==> src/rtl/keypad_scan_ctrl_if.sv <==
// Key-code delivery bus between the keypad scanner and the management side.
// The master side presents FIFO status and the head code; the slave side pops and clears.
interface keypad_scan_ctrl_if #(
  parameter int FIFO_DEPTH = 4
);
  localparam int CW = $clog2(FIFO_DEPTH + 1);

  logic          key_valid;
  logic [3:0]    key_code;
  logic          key_ready;
  logic [CW-1:0] fifo_count;
  logic          overflow;
  logic          clr_overflow;

  modport master (
    output key_valid, key_code, fifo_count, overflow,
    input  key_ready, clr_overflow
  );

  modport slave (
    input  key_valid, key_code, fifo_count, overflow,
    output key_ready, clr_overflow
  );
endinterface

==> src/rtl/keypad_scan_ctrl.sv <==
// 4x4 hex keypad scanner: column sequencing, row synchronising, press/release debounce,
// and a key-code FIFO popped over a valid/ready handshake.
module keypad_scan_ctrl #(
  parameter int SCAN_DIV   = 16,
  parameter int DEBOUNCE   = 4,
  parameter int FIFO_DEPTH = 4
) (
  input  logic              clk,
  input  logic              reset,
  input  logic              enable,
  input  logic [3:0]        row_in,
  output logic [3:0]        col_out,
  keypad_scan_ctrl_if.master kbus
);
  localparam int DW = (SCAN_DIV > 1) ? $clog2(SCAN_DIV) : 1;
  localparam int MW = $clog2(DEBOUNCE + 1);
  localparam int AW = $clog2(FIFO_DEPTH);
  localparam int CW = $clog2(FIFO_DEPTH + 1);

  typedef enum logic [1:0] {S_IDLE, S_SCAN, S_DEB, S_HELD} state_t;

  state_t        state, state_n;
  logic [3:0]    sync1, rows_s, act;
  logic [1:0]    col_idx, col_n;
  logic [1:0]    cand_row, cand_row_n, cand_col, cand_col_n;
  logic [DW-1:0] div, div_n;
  logic [MW-1:0] match_cnt, match_n, rel_cnt, rel_n;
  logic          sample;
  logic          act_one;
  logic [1:0]    act_idx;
  logic          push;
  logic [3:0]    push_code;

  // Two-flop synchroniser; idle level of the pulled-up rows is all ones.
  always_ff @(posedge clk or posedge reset) begin
    if (reset) begin
      sync1  <= '1;
      rows_s <= '1;
    end else begin
      sync1  <= row_in;
      rows_s <= sync1;
    end
  end

  assign act = ~rows_s;

  always_comb begin
    act_one = 1'b0;
    act_idx = '0;
    case (act)
      4'b0001: begin act_one = 1'b1; act_idx = 2'd0; end
      4'b0010: begin act_one = 1'b1; act_idx = 2'd1; end
      4'b0100: begin act_one = 1'b1; act_idx = 2'd2; end
      4'b1000: begin act_one = 1'b1; act_idx = 2'd3; end
      default: ;
    endcase
  end

  assign sample  = (state != S_IDLE) && (div == DW'(SCAN_DIV - 1));
  assign col_out = (state == S_IDLE) ? 4'b1111 : ~(4'b0001 << col_idx);

  always_ff @(posedge clk or posedge reset) begin
    if (reset) begin
      state     <= S_IDLE;
      col_idx   <= '0;
      div       <= '0;
      match_cnt <= '0;
      rel_cnt   <= '0;
      cand_row  <= '0;
      cand_col  <= '0;
    end else begin
      state     <= state_n;
      col_idx   <= col_n;
      div       <= div_n;
      match_cnt <= match_n;
      rel_cnt   <= rel_n;
      cand_row  <= cand_row_n;
      cand_col  <= cand_col_n;
    end
  end

  always_comb begin
    state_n    = state;
    col_n      = col_idx;
    div_n      = div;
    match_n    = match_cnt;
    rel_n      = rel_cnt;
    cand_row_n = cand_row;
    cand_col_n = cand_col;
    push       = 1'b0;
    push_code  = {cand_row, cand_col};

    if (state == S_IDLE) begin
      col_n   = '0;
      div_n   = '0;
      match_n = '0;
      rel_n   = '0;
      if (enable) state_n = S_SCAN;
    end else if (!enable) begin
      state_n = S_IDLE;
      col_n   = '0;
      div_n   = '0;
      match_n = '0;
      rel_n   = '0;
    end else begin
      div_n = sample ? '0 : div + 1'b1;
      if (sample) begin
        case (state)
          S_SCAN: begin
            if (act_one) begin
              cand_row_n = act_idx;
              cand_col_n = col_idx;
              match_n    = MW'(1);
              rel_n      = '0;
              if (DEBOUNCE == 1) begin
                push      = 1'b1;
                push_code = {act_idx, col_idx};
                state_n   = S_HELD;
              end else begin
                state_n = S_DEB;
              end
            end else begin
              col_n = col_idx + 2'd1;
            end
          end
          S_DEB: begin
            if (act == (4'b0001 << cand_row)) begin
              if (match_cnt == MW'(DEBOUNCE - 1)) begin
                push    = 1'b1;
                rel_n   = '0;
                state_n = S_HELD;
              end else begin
                match_n = match_cnt + 1'b1;
              end
            end else begin
              state_n = S_SCAN;
              col_n   = cand_col + 2'd1;
            end
          end
          S_HELD: begin
            // Any row activity restarts the release count, so a held key pushes once.
            if (act == '0) begin
              if (rel_cnt == MW'(DEBOUNCE - 1)) begin
                rel_n   = '0;
                state_n = S_SCAN;
                col_n   = cand_col + 2'd1;
              end else begin
                rel_n = rel_cnt + 1'b1;
              end
            end else begin
              rel_n = '0;
            end
          end
          default: ;
        endcase
      end
    end
  end

  logic [3:0]    mem [FIFO_DEPTH];
  logic [AW-1:0] wr_ptr, rd_ptr;
  logic [CW-1:0] count;
  logic          full, pop, do_push, ovf_evt;

  assign full    = (count == CW'(FIFO_DEPTH));
  assign pop     = kbus.key_valid & kbus.key_ready;
  // A pop frees the slot a same-cycle push into a full FIFO needs.
  assign do_push = push & (~full | pop);
  assign ovf_evt = push & full & ~pop;

  always_ff @(posedge clk) begin
    if (do_push) mem[wr_ptr] <= push_code;
  end

  always_ff @(posedge clk or posedge reset) begin
    if (reset) begin
      wr_ptr         <= '0;
      rd_ptr         <= '0;
      count          <= '0;
      kbus.overflow  <= 1'b0;
    end else begin
      if (do_push) wr_ptr <= wr_ptr + 1'b1;
      if (pop)     rd_ptr <= rd_ptr + 1'b1;
      case ({do_push, pop})
        2'b10:   count <= count + 1'b1;
        2'b01:   count <= count - 1'b1;
        default: ;
      endcase
      if (ovf_evt)                kbus.overflow <= 1'b1;
      else if (kbus.clr_overflow) kbus.overflow <= 1'b0;
    end
  end

  assign kbus.key_valid  = (count != '0);
  assign kbus.key_code   = kbus.key_valid ? mem[rd_ptr] : '0;
  assign kbus.fifo_count = count;
endmodule

==> src/flat_wrapper.sv <==
// flat-port wrapper written by rule: the top's interface ports become plain ports
module keypad_scan_ctrl_flat 
#(
  parameter int SCAN_DIV   = 16,
  parameter int DEBOUNCE   = 4,
  parameter int FIFO_DEPTH = 4
)
  (clk, reset, enable, row_in, col_out, kbus_key_valid, kbus_key_code, kbus_fifo_count, kbus_overflow, kbus_key_ready, kbus_clr_overflow);
  keypad_scan_ctrl_if #(.FIFO_DEPTH(FIFO_DEPTH)) kbus_i ();
  input  logic clk;
  input  logic reset;
  input  logic enable;
  input  logic [3:0] row_in;
  output logic [3:0] col_out;
  output wire logic [$bits(kbus_i.key_valid)-1:0] kbus_key_valid;
  output wire logic [$bits(kbus_i.key_code)-1:0] kbus_key_code;
  output wire logic [$bits(kbus_i.fifo_count)-1:0] kbus_fifo_count;
  output wire logic [$bits(kbus_i.overflow)-1:0] kbus_overflow;
  input wire logic [$bits(kbus_i.key_ready)-1:0] kbus_key_ready;
  input wire logic [$bits(kbus_i.clr_overflow)-1:0] kbus_clr_overflow;
  assign kbus_key_valid = kbus_i.key_valid;
  assign kbus_key_code = kbus_i.key_code;
  assign kbus_fifo_count = kbus_i.fifo_count;
  assign kbus_overflow = kbus_i.overflow;
  assign kbus_i.key_ready = kbus_key_ready;
  assign kbus_i.clr_overflow = kbus_clr_overflow;
  keypad_scan_ctrl #(.SCAN_DIV(SCAN_DIV), .DEBOUNCE(DEBOUNCE), .FIFO_DEPTH(FIFO_DEPTH)) u_core (.clk(clk), .reset(reset), .enable(enable), .row_in(row_in), .col_out(col_out), .kbus(kbus_i));
endmodule
==> config.mk <==
export PLATFORM = sky130hd
export DESIGN_NAME = keypad_scan_ctrl_flat
export DESIGN_NICKNAME = d
export VERILOG_FILES = /design/src/rtl/keypad_scan_ctrl_if.sv /design/src/rtl/keypad_scan_ctrl.sv /design/src/flat_wrapper.sv
export SDC_FILE = /design/constraint.sdc
export NUM_CORES = 1
export LEC_CHECK = 0
export BUFFER_PORTS_ARGS = -buffer_cell sky130_fd_sc_hd__buf_2
export CAP_MARGIN = 15
export CORE_MARGIN = 1
export CORE_UTILIZATION = 40
export CTS_BUF_LIST = sky130_fd_sc_hd__clkbuf_8 sky130_fd_sc_hd__clkbuf_16
export DETAILED_ROUTE_END_ITERATION = 16
export PLACE_DENSITY = 0.59
export SETUP_SLACK_MARGIN = 0.15
export SLEW_MARGIN = 15
export SYNTH_ARGS = -nofsm -noshare
export SYNTH_HDL_FRONTEND = slang
export SYNTH_SLANG_ARGS = --single-unit
==> constraint.sdc <==
create_clock -name clk -period 7.2 [get_ports clk]
set_input_delay 0.72 -clock clk [delete_from_list [all_inputs] [get_ports clk]]
set_output_delay 0.72 -clock clk [all_outputs]
set_load 0.01 [all_outputs]
**Yosys cells after proc, flatten, opt, wreduce, memory -nomap -nowiden**

Memory sizes are Yosys's and may differ from the RTL's.
Index checks and enable logic that the tools add are counted.

- Bits in registers: 34
- Memory bits (writable): 16
- Output and inout port bits: 13
- Memories kept: 1

- $add $sub $neg: 9
- Equality and inequality tests: 27
- Shifts and indexed selects: 2
- Multiplexer cells: 52
- Bitwise operators: 10
- Reductions and logical operators: 13

Memories:

| name | depth | bits a word | read ports | clocked after memory_dff | wr ports | line | text |
|---|---|---|---|---|---|---|---|
| u_core.mem | 4 | 4 | 1 | 0 | 1 | keypad_scan_ctrl.sv:160 | `logic [3:0] mem [FIFO_DEPTH];` |

Operator list:

| operator | number |
|---|---|
| $mux W3 | 14 |
| $mux W2 | 16 |
| $mux W4 | 5 |
| $ne A4 B2 Y1 const B | 5 |
| $pmux W2 S3 | 3 |
| $reduce_and A5 Y1 | 3 |
| $pmux W3 S2 | 2 |
| $mux W1 | 11 |
| $add A3 B1 Y3 const B | 3 |
| $pmux W3 S3 | 1 |
| $add A2 B1 Y2 const B | 4 |
| $eq A4 B4 Y1 const B | 2 |
| $ne A4 B3 Y1 const B | 2 |
| $not A4 Y4 | 2 |
| $shl A1 B2 Y4 const A | 2 |
| $reduce_and A7 Y1 | 1 |
| $eq A2 B2 Y1 const B | 3 |
| $eq A3 B2 Y1 const B | 2 |
| $reduce_and A6 Y1 | 1 |
| $reduce_bool A2 Y1 | 3 |
| $ne A5 B1 Y1 const B | 1 |
| $ne A5 B4 Y1 const B | 1 |
| $add A4 B1 Y4 const B | 1 |
| $and A1 B1 Y1 | 4 |
| other kinds (18) | 21 |

**Logic depth before layout (Yosys ltp)**

- Word-level depth: 10
- Mapped depth: 12

**Worst setup path after synthesis**

No wires, ideal clock.

- Path type: register -> register
- Start point: reg u_core.rows_s[3]
- End point: reg u_core.count[2], in the netlist u_core.kbus.fifo_count[2]
- Library setup time: 0.127 ns
- Data arrival time: 2.522 ns
- Data required time: 7.073 ns
- Setup slack: 4.551 ns
- Stages on the path, launching flop included: 13
- Path buffers: 1
- Period minus slack after synthesis: 2.649 ns
- Cells stage by stage: dfstp_2 > buf_4 > or3b_2 > a21oi_2 > o21ai_2 > nor3_4 > inv_1 > ha_1 > inv_1 > fa_1 > xor2_1 > nor2_1 > xor2_1

- Cells in the longest elaborated chain, start to end: 10

RTL lines:

| element | line | text |
|---|---|---|
| start, declared | keypad_scan_ctrl.sv:23 | `logic [3:0] sync1, rows_s, act;` |
| start signal, assigned | keypad_scan_ctrl.sv:41 | `rows_s <= sync1;` |
| $not A4 Y4 * | keypad_scan_ctrl.sv:45 | `assign act = ~rows_s;` |
| $eq A4 B4 Y1 * | keypad_scan_ctrl.sv:127 | `if (act == (4'b0001 << cand_row)) begin` |
| $mux W1 * | keypad_scan_ctrl.sv:127 |  |
| $mux W1 * | keypad_scan_ctrl.sv:108 | `case (state)` |
| $mux W1 * | keypad_scan_ctrl.sv:107 | `if (sample) begin` |
| $mux W1 * | keypad_scan_ctrl.sv:99 | `end else if (!enable) begin` |
| $mux W1 * | keypad_scan_ctrl.sv:93 | `if (state == S_IDLE) begin` |
| $and A1 B1 Y1 * | keypad_scan_ctrl.sv:168 | `assign do_push = push & (~full \| pop);` |
| $eq A2 B1 Y1 or $eq A2 B2 Y1 (tied branches) | keypad_scan_ctrl.sv:184 | `case ({do_push, pop})` |
| $pmux W3 S2 or $reduce_bool A2 Y1 (tied branches) | n/a |  |
| end signal, assigned | keypad_scan_ctrl.sv:185 | `2'b10: count <= count + 1'b1;` |
| end signal, assigned | keypad_scan_ctrl.sv:186 | `2'b01: count <= count - 1'b1;` |
| end, declared | keypad_scan_ctrl.sv:162 | `logic [CW-1:0] count;` |

Mark *: on every way between the ends. The rest lies on a longest branch, timed or not.
A chain may end at the register's enable or synchronous reset.

**Worst setup path after layout**

- Start point: reg u_core.rows_s[1]
- End point: reg u_core.count[1], in the netlist u_core.kbus.fifo_count[1]

Same word-level chain as after synthesis.

==> flow_summary.ini <==
[outcome]
status = finished, final reports clean

[final_layout]
area.growth.synth_to_final_pct = 9.92
final_nets = 243
insertedDiodeCount = 0
fillers = 562
final_area_um2 = 2730
regArea_um2 = 1340
drive_gt1_share_pct = 24.0
multiInputGateArea_um2 = 1050

[power]
peakVddDrop_mv = 0.0951
power_leakage_nw = 1.16
p_per_area_nw_per_um2 = 251

[timing]
relSlewSlack_pct = 49.7
hold_ws_ps = 359
rsz0062_at_grt = no
finalCriticalPeriod_ps = 2820
finalCritPeriodShare_pct = 39.1
worst-slew-pin-transition_ps = 744
skew_ps = 6.32
setup_violations = 0
timing.fmax_mhz = 355
setup_tns_ps = 0
hold_viol = 0
setup_ws_ps = 4380
drv_slew = 0

[floorplanning]
die_area_um2 = 6530
die_x_um = 80.8
coreArea_um2 = 5960
floorplan.initialDensity_pct = 41.7
io_pins = 22
std_cell_rows = 28
die_h_um = 80.8

[place]
finalWeightedCongestion = 0.801
pre_cts_ws_ps = 4370
io_buffer_count = 21
dp.final_hpwl_mm = 2.97
dpl_cell_area_um2 = 2650

[synthesis]
syn_nets = 221
synthXorXnorAreaFrac_pct = 4.23
synth_mux_area_share_pct = 8.16
synth_top_family_by_area = simple AND/OR/NAND/NOR gates
syn_inst = 202
yosys.area.top_type_share_pct = 26.2
ys_ff_latch = 50
synth_seq_area_share_pct = 54.0
syn_avg_cell_area_um2 = 12.3
synth_top_cell_by_area = dfrtp_1
synthSimpleGateAreaFrac_pct = 15.4
ys_types = 51
synth_enable_flop_cells = 16
ys.warnings.count = 0
postSynth.asyncResetShare_pct = 68.0
ys_top_cells_by_area = dfrtp_1 (26%), edfxtp_1 (19%), dfstp_2 (8.5%), ha_1 (4.5%), mux4_2 (3.6%)
synth-compound-area-share_pct = 9.11
syn_area_um2 = 2480
synth_adder_area_share_pct = 5.34
ys.flop_type = dfrtp_1

[routing]
vias_per_cell = 5.08
drtIter0Drc = 60
totalWireLength_mm = 4.06
wl_per_cell_um = 13.5
dr.pass1.iters = 4
ant_nets = 0
drc = 0
vias = 1524

[worst_setup_path]
rr_startpoint = u_core.rows_s[1]
critPathMostFrequentCell = inv_1
critPathKind = flop to flop
endpoint_kind = flop
critPathLaunch = u_core.rows_s[1]
crit_fanout = 7
worstPathCellList = or3b_4, a211oi_4, o21ai_2, nor3_4, inv_1, ha_1, inv_1, fa_1, o21ai_0
r2r_slack_ps = 4380
cp.required_ps = 7430
worstPathArrival_ps = 3050
cp_slowest_cell = dfstp_2
reg2reg_to = u_core.kbus.fifo_count[1]
slowest_delay_ps = 590
start_kind = flop
reg2reg_depth = 9

[grt]
antenna_found_initial = 0
grt_usage_pct = 14.5
grt_pass1_vias = 1471
grt_overflow_total = 0
grt_start_max_net_pins = 35
grt_pass1_wl_mm = 6.98

[clock_network]
clk_pin_slew_ps = 90
clock_latency_ps = 300
clk_path_buf_depth = 2
cts_setup_buffers = 0
tritoncts = built
clkSinkCount = 50
cts_htree_levels = 2
clockRootBuffer = clkbuf_8
cts_buffers = 5
holdBufCountCts = 0
cts_resized = 0

[hold_path]
min_path_cells = 0
min_path_type = flop to flop
hp-start = u_core.sync1[2]
hold_path_end = u_core.rows_s[2]

[flow_run]
maxCapViolations = 0
==> how the worst max path moves through the flow <==
stage / cells past startpoint / endpoint / slack [ps]
after detailed placement: 11 / u_core.kbus.fifo_count[2] / 4370
after floorplan: 12 / u_core.kbus.fifo_count[2] / 4550
final: 9 / u_core.kbus.fifo_count[1] / 4380
after CTS: 11 / u_core.kbus.fifo_count[2] / 4360
after global placement: 11 / u_core.kbus.fifo_count[2] / 4410
after global routing: 11 / u_core.kbus.fifo_count[2] / 4190
==> per-stage QoR <==
step	total power, mW	cells	util (%)
global placement	0.537	292	44.4
finish	0.687	300	45.9
CTS	0.698	300	45.9
floorplan	0.500	202	-
detailed placement	0.536	292	44.4
global route	0.733	300	45.9
==> state kept, by name (all words and copies together), names as in the netlist, 3 cells and up <==
| register | count |
|---|---|
| u_core.mem | 16 |
| u_core.div | 4 |
| u_core.rows_s | 4 |
| u_core.sync1 | 4 |
| u_core.kbus.fifo_count | 3 |
| u_core.match_cnt | 3 |
| u_core.rel_cnt | 3 |
==> report_power, final <==
part / internal (mW) / switching [mW]
logic: 0.0712 / 0.0753
registers: 0.331 / 0.0511
clock network: 0.0668 / 0.0913
total: 0.469 / 0.218
==> logic make-up (layout without fill, tap and decap cells) <==
kind of cell / Yosys count / count (layout)
DFF: 50 / 50
buffers and inverters: 20 / 43
xor gates and xnor gates: 12 / 12
muxes: 14 / 14
and+or+nand+nor: 70 / 70
adders and majority gates: 10 / 10
AOI/OAI and AO/OA: 26 / 26
==> Yosys cell counts (2+ instances only) <==
master and count:
xnor2_1 6, mux4_2 4, o21ai_1 2, xor2_1 6, clkbuf_1 3, nand3b_1 3
nand2_1 15, mux2_1 6, o211ai_1 2, o21ai_2 3, dfstp_2 8, dfrtp_1 26
edfxtp_1 16, ha_1 9, nand3_1 6, o31ai_1 3, inv_1 13, mux2i_1 3
nand4b_1 2, nor2_1 16, or2_2 2, o21ai_0 2, a211oi_1 2, buf_4 3
and3_1 4, and2_1 9, or3_1 4
==> critical path, delay by kind of cell (launching register included) <==
family | cells | cell delay, ps
compound gates | 3 | 680
fa+ha+maj | 2 | 620
buf+inv | 2 | 150
flops | 1 | 590
simple gates | 2 | 710
==> cell usage in the layout (no fill, tap or decap), drive strengths merged, types with 4 or more instances in the layout <==
cell type  instances
nand2             15
or3                4
dfrtp             26
inv               13
dfstp              8
clkbuf             5
mux4               4
and3               4
and2               9
xor2               6
mux2               7
nor2              17
o21ai              7
xnor2              6
ha                 9
a211oi             4
edfxtp            16
nand3              6
buf               22
==> layer usage <==
layer	wire [um]	global-route usage (%)	part of all wire [%]
met1	1860	17.6	46
met2	2000	24.4	49
met3	130	3.37	3.2
met4	67	6.25	1.6
met5	0	0	0
==> area by class of cell <==
type                       instances  area share [%]
timing repair buffer              22            4.12
inverter                          13            1.79
sequential                        50            49.1
clock inverter                     3           0.596
clock buffer                       5            2.52
tap                               75            3.44
multi-input combinational        132            38.4
(Power assumes the default switching activity.)
